[config.mk]
export PLATFORM = sky130hd
export DESIGN_NAME = totient_counter
export DESIGN_NICKNAME = d
export VERILOG_FILES = /design/src/rtl/totient_counter.sv
export SDC_FILE = /design/constraint.sdc
export NUM_CORES = 1
export LEC_CHECK = 0
export ABC_AREA = 1
export CAP_MARGIN = 5
export CELL_PAD_IN_SITES_DETAIL_PLACEMENT = 1
export CELL_PAD_IN_SITES_GLOBAL_PLACEMENT = 2
export CORE_MARGIN = 5
export CORE_UTILIZATION = 29
export CTS_CLUSTER_DIAMETER = 100
export CTS_CLUSTER_SIZE = 14
export DETAILED_ROUTE_END_ITERATION = 10
export GPL_TIMING_DRIVEN = 0
export MAX_ROUTING_LAYER = met4
export PLACE_DENSITY = 0.88
export SYNTH_ARGS = -nofsm -noshare
export SYNTH_HDL_FRONTEND = slang
export SYNTH_SLANG_ARGS = --single-unit
[constraint.sdc]
create_clock -name clk -period 6.7 [get_ports clk]
set_clock_uncertainty 0.2 [all_clocks]
set_input_delay 1.34 -clock clk [delete_from_list [all_inputs] [get_ports clk]]
set_output_delay 1.34 -clock clk [all_outputs]
set_load 0.05 [all_outputs]
[src/rtl/totient_counter.sv]
// Sequential Euler-totient engine: sweeps (n, k) for k = 1..n through an external
// combinational coprime checker and counts the coprime pairs into phi(n).
module totient_counter #(
   parameter int WIDTH = 32
) (
   input  logic             clk,
   input  logic             rst,
   input  logic             start,
   input  logic [WIDTH-1:0] n,
   output logic             busy,
   output logic             done,
   output logic [WIDTH-1:0] phi,
   output logic [WIDTH-1:0] num1,
   output logic [WIDTH-1:0] num2,
   input  logic             coprime
);

   localparam logic [WIDTH-1:0] ZERO = {WIDTH{1'b0}};
   localparam logic [WIDTH-1:0] ONE  = {{(WIDTH-1){1'b0}}, 1'b1};

   typedef enum logic [1:0] {
      IDLE  = 2'd0,
      SWEEP = 2'd1,
      DONE  = 2'd2
   } state_t;

   state_t           state;
   state_t           state_nx;
   logic [WIDTH-1:0] n_q;
   logic [WIDTH-1:0] k_q;
   logic [WIDTH-1:0] acc_q;
   logic [WIDTH-1:0] n_nx;
   logic [WIDTH-1:0] k_nx;
   logic [WIDTH-1:0] acc_nx;
   logic [WIDTH-1:0] acc_inc;
   logic [WIDTH-1:0] phi_nx;
   logic [WIDTH-1:0] num1_nx;
   logic [WIDTH-1:0] num2_nx;
   logic             busy_nx;
   logic             done_nx;

   // State register
   always_ff @(posedge clk or posedge rst) begin
      if (rst) begin
         state <= IDLE;
      end else begin
         state <= state_nx;
      end
   end

   // Next-state, datapath and output decode
   always_comb begin
      state_nx = state;
      n_nx     = n_q;
      k_nx     = k_q;
      acc_nx   = acc_q;
      phi_nx   = phi;
      acc_inc  = acc_q + {{(WIDTH-1){1'b0}}, coprime};
      case (state)
         IDLE: begin
            if (start) begin
               if (n != ZERO) begin
                  n_nx     = n;
                  k_nx     = ONE;
                  acc_nx   = ZERO;
                  state_nx = SWEEP;
               end else begin
                  acc_nx   = ZERO;
                  phi_nx   = ZERO;
                  state_nx = DONE;
               end
            end else begin
               state_nx = IDLE;
            end
         end
         SWEEP: begin
            acc_nx = acc_inc;
            // Stopping on k == n keeps k from ever wrapping, even at n = 2^WIDTH-1.
            if (k_q == n_q) begin
               phi_nx   = acc_inc;
               state_nx = DONE;
            end else begin
               k_nx = k_q + ONE;
            end
         end
         DONE: begin
            state_nx = IDLE;
         end
         default: begin
            state_nx = IDLE;
         end
      endcase
      busy_nx = (state_nx != IDLE);
      done_nx = (state_nx == DONE);
      num1_nx = (state_nx == SWEEP) ? n_nx : ZERO;
      num2_nx = (state_nx == SWEEP) ? k_nx : ZERO;
   end

   // Datapath and registered outputs
   always_ff @(posedge clk or posedge rst) begin
      if (rst) begin
         n_q   <= ZERO;
         k_q   <= ZERO;
         acc_q <= ZERO;
         phi   <= ZERO;
         num1  <= ZERO;
         num2  <= ZERO;
         busy  <= 1'b0;
         done  <= 1'b0;
      end else begin
         n_q   <= n_nx;
         k_q   <= k_nx;
         acc_q <= acc_nx;
         phi   <= phi_nx;
         num1  <= num1_nx;
         num2  <= num2_nx;
         busy  <= busy_nx;
         done  <= done_nx;
      end
   end

endmodule

======== Word-level counts from Yosys, hierarchy flattened ========
Index checks and enable logic that the tools add are counted.
storage, ports and cells
  bits of input ports ..................... 36
  output and inout port bits .............. 98
  register bits ........................... 196
operators by class
  reduce and logical (&&, ||, !) cells .... 6
  $add $sub $neg .......................... 2
  equality and inequality tests ........... 7
  muxes and demuxes ....................... 19
operators with widths
  operator                 count
  $mux W32                 12
  $pmux W32 S2             3
  $add A32 B1 Y32          1
  $add A32 B1 Y32 const B  1
  $eq A32 B32 Y1           1
  $reduce_bool A32 Y1      1
  $mux W2                  3
  $ne A2 B2 Y1 const B     3
  $eq A2 B1 Y1 const B     2
  $pmux W2 S2              1
  $reduce_and A4 Y1        1
  $reduce_bool A2 Y1       2
  $eq A2 B2 Y1 const B     1
  $logic_not A2 Y1         1
  $reduce_and A2 Y1        1

======== Depth between registers and ports, before layout ========
  word-level depth ........................ 6
  gate-level depth with buffers ........... 14

======== Worst setup path after synthesis ========
OpenSTA, ideal clock, no wires.
  path type ............................... input -> register
  from .................................... input coprime
  to ...................................... register phi[22]
  path slack .............................. 3.654 ns
  data arrival time ....................... 2.763 ns
  stages on the path ...................... 13
  buffers on the path ..................... 0
  required time ........................... 6.417 ns
  cell sequence ........................... ha_1 > ha_1 > nand2_1 > inv_1 > nand2_1 > nor2_1 > nand2_1 > nor2_1 > nand2_1 > nor2_1 > or2_2 > nand2_1 > o21ai_0
between the ends
  cells in the longest elaborated chain, start to end .. 3
RTL lines
  item                  RTL line  RTL
  from (decl)           15        input logic coprime
  $add A32 B1 Y32       58        acc_inc = acc_q + {{(WIDTH-1){1'b0}}, coprime};
  $mux W32              79        if (k_q == n_q) begin
  $pmux W32 S2          59        case (state)
  to (signal assigned)  114       phi <= phi_nx;
  to (decl)             12        output logic [WIDTH-1:0] phi,
No other way between the ends. The select of a mux whose other input is x is not followed.
A chain may end at the register's enable or synchronous reset.

======== Final worst setup path ========
  from .................................... input n[31]
  to ...................................... register num2[12]
between the ends
  cells in the longest elaborated chain, start to end .. 6
  elaborated cells on any way between the ends .. 9
  classes of those cells .................. eq/ne (1); mux (7); reduce/logical (1)
RTL lines
  item                     RTL line  RTL
  from (decl)              9         input logic [WIDTH-1:0] n,
  $reduce_bool A32 Y1 (*)  62        if (n != ZERO) begin
  $mux W2                  62
  $mux W2                  61        if (start) begin
  $pmux W2 S2              59
  $eq A2 B1 Y1             96        num2_nx = (state_nx == SWEEP) ? k_nx : ZERO;
  $mux W32 (*)             96
  via num2_nx[12]          38        logic [WIDTH-1:0] num2_nx;
  to (signal assigned)     116       num2 <= num2_nx;
  to (decl)                14        output logic [WIDTH-1:0] num2,
Mark *: on every way through the listed nets, which the timed path passes. The rest lies on a longest branch.

==> metrics.csv <==
metric,value,unit
period utilization,0.5599,
setup TNS,0,ns
synth cell count leaders,"nand2_1, dfrtp_1, inv_1",
number of synthesized flops with an enable pin,0,
"Slowest-stage cell, CP",clkdlybuf4s50_1,
Fin. Hold Viols,0,
initial antenna violation count,0,
ANT cells,0,
leakage power,5.755,nW
Post-synth ARST share,1.000,
WHS Path Cells,2,
Power Total,3.964,mW
Hold Crit Class,reg -> reg,
Crit Path Category,in -> reg,
First-pass DRT Iterations,5,
Final min period,3.751,ns
layout cell share with drive strength beyond 1,0.06572,
sequential-to-total area share from yosys stat,0.5092,
Pwr Density,324.7,nW/um^2
clock sinks,196,
Num CTS Buffers,17,
WL/cell,17.66,um
Die Width,192.2,um
HPWL after DPL,25.70,mm
Area Growth Syn to Fin,26.75,%
Antenna Violating Nets Remaining,0,
placed cells,1825,
Worst Hold Path EP,phi[22],
Mapped Cells,1245,
final setup fails,0,
worst slew pin tran,0.7312,ns
PnR worst setup slack,2.949,ns
"top cells by area, synth","dfrtp_1, nand2_1, inv_1",
critical path's top delay family,simple AND/OR/NAND/NOR gates,
GRT overflow,0,
Clock Pin Slew Worst Setup and Hold Paths,0.08,ns
post-synth net total,1284,
CTS tree,done,
reg2reg path depth,11,
largest stage delay on the critical path,0.47,ns
worst IR drop on VDD,0.0002627,V
Rows,66,
Initial Util,0.2945,
Crit path required time,6.81,ns
Final Cell Area,12210,sq um
I/O Buffers,133,
largest net degree at the start of global routing,40,
dpl ws,2.473,ns
"Slew Viols, Final",0,
RSZ-0062 raised after global routing,false,
Syn Area/Cell,7.736,sq um
vias in the first global route,9461,
utilization after layout,0.3733,
CP dominant cell by count,nor2_1,
# resized after CTS,0,
Total Routing Usage GR,0.1901,
CP Data Arrival Time,3.86,ns
YS warnings,0,
Fin Hold WS,0.2857,ns
Final nets,1441,
synth unique cells,41,
die area,36960,sq um
hold_sp,phi[22],
flop2flop setup slack,3.71,ns
crit-path max FO,10,
fmax,0.2666,GHz
outcome,"finished, final reports clean",
Core Region,32700,sq um
Yosys top cell area share,0.5092,
DRC,0,
first-pass GRT wire length,52.81,mm
Synth area leader,dfrtp_1,
"Setup Fix Bufs, Post-CTS",0,
Max Cap Viol,0,
hold_buf cts,0,
placed instance area,11620,sq um
worst skew pair latency,0.44,ns
CP startpoint kind,input pin,
Ports,134,
die span in y,192.2,um
Fillers,4008,
Worst R2R End,num2[12],
total number of vias,8666,
root buf cell,clkbuf_16,
total wire length,32.80,mm
CP endpoint kind,flip-flop,
Synth Register Bits,196,
Final GP Congestion,0.8988,
"Cell Chain, Critical Path","clkdlybuf4s50_1, nor2_1, nand2_1, nor2_1, nand2_1, nor2_1, nor2_1, nand2_1, nand2_4, inv_2, buf_2, nor2_1",
Bufs and invs on worst path,3,
most common cell in the synthesized netlist,nand2_1,
Vias per Instance,4.667,
H-tree depth,4,
RR Startpoint,k_q[24],
Synth Cell Area,9632,sq um
Iteration-0 DRC Markers,346,
Main synth FF type,dfrtp_1,
slew margin rel.,0.5125,
fin cells,1857,
clock buffer depth,2,
[cell usage in the layout (no fill, tap or decap), types with 2 or more instances in the layout]
cell type	synthesis	routed
xnor2_1	17	17
a22oi_1	3	3
buf_6	2	2
ha_1	3	3
buf_2	25	25
nand3b_1	5	5
xnor2_2	3	3
o22ai_1	7	7
o21ai_1	22	22
inv_1	164	163
o21bai_1	2	2
a21oi_1	19	19
nor2_4	2	2
o21ai_2	2	2
clkinv_4	0	3
nor2_2	2	2
inv_8	0	3
xor2_1	13	13
or2_2	3	3
nor3_1	27	27
dfrtp_1	196	196
inv_6	0	5
clkdlybuf4s50_1	0	133
o211ai_1	5	5
o21ai_0	68	68
nor4_1	3	3
o21a_1	3	3
nor2_1	162	162
clkbuf_1	8	8
nand4_1	30	30
buf_4	4	4
clkbuf_16	0	17
clkinvlp_4	0	2
inv_2	6	6
nand2_1	368	368
nand3_1	60	60
buf_12	0	5
[state kept, by name, indices dropped and copies added, names as in the netlist]
register  cells
n_q          32
num1         32
busy          1
done          1
phi          32
acc_q        32
state         2
k_q          32
num2         32
[cell type report]
| class | count | area [sq um] | share of cell area |
|---|---|---|---|
| clock inverters | 15 | 162.7 | 0.01332 |
| repair buffers | 138 | 1431 | 0.1172 |
| multi-input cells | 838 | 3871 | 0.3171 |
| inverters | 171 | 648.1 | 0.05309 |
| flip-flops and latches | 196 | 4905 | 0.4018 |
| clock buffers | 17 | 425.4 | 0.03485 |
| plain buffers | 40 | 211.5 | 0.01732 |
| well taps | 442 | 553.0 | 0.04530 |
[metal layers]
metal  up-vias  track usage  share of wire
met2       188       0.3246           0.50
met1      4232       0.2334           0.44
met5         -            -              0
met4         0      0.04772          0.022
met3        38      0.03526          0.036
li1       4208            -              -
[worst register-to-register path, cell delays in order (launching register included)]
cell,delay [ns]
dfrtp_1,0.47
xnor2_1,0.46
nand2_1,0.09
nor2_1,0.12
nand2_1,0.07
nor2_1,0.17
nand2_1,0.19
nand2_2,0.22
nand2_4,0.16
inv_2,0.21
buf_2,0.36
nor2_1,0.13
[power by group]
part	switching, mW	total [mW]	internal, mW
Sequential	0.177	1.59	1.42
Combinational	0.898	1.33	0.429
Clock	0.513	1.04	0.531
Total	1.59	3.96	2.38
[worst max path at each step]
stage	endpoint	slack (ns)	startpoint	cells past startpoint
CTS	num2[12]	2.95	n[31]	12
floorplan	acc_q[0]	2.63	rst	1
global route	phi[20]	2.74	coprime	13
global placement	num1[26]	0.83	rst	2
detailed placement	num2[12]	2.47	n[31]	12
finish	num2[12]	2.95	n[31]	12
[cells by family after synthesis]
group	count (synthesis)	share of synthesized area
DFF	196	0.5092
buffers and inverters	211	0.08885
xor gates and xnor gates	33	0.03235
AOI/OAI and AO/OA	135	0.07626
adders and majority gates	3	0.003898
and+or+nand+nor	667	0.2894
No activity file was read; power rests on OpenSTA's default activity.
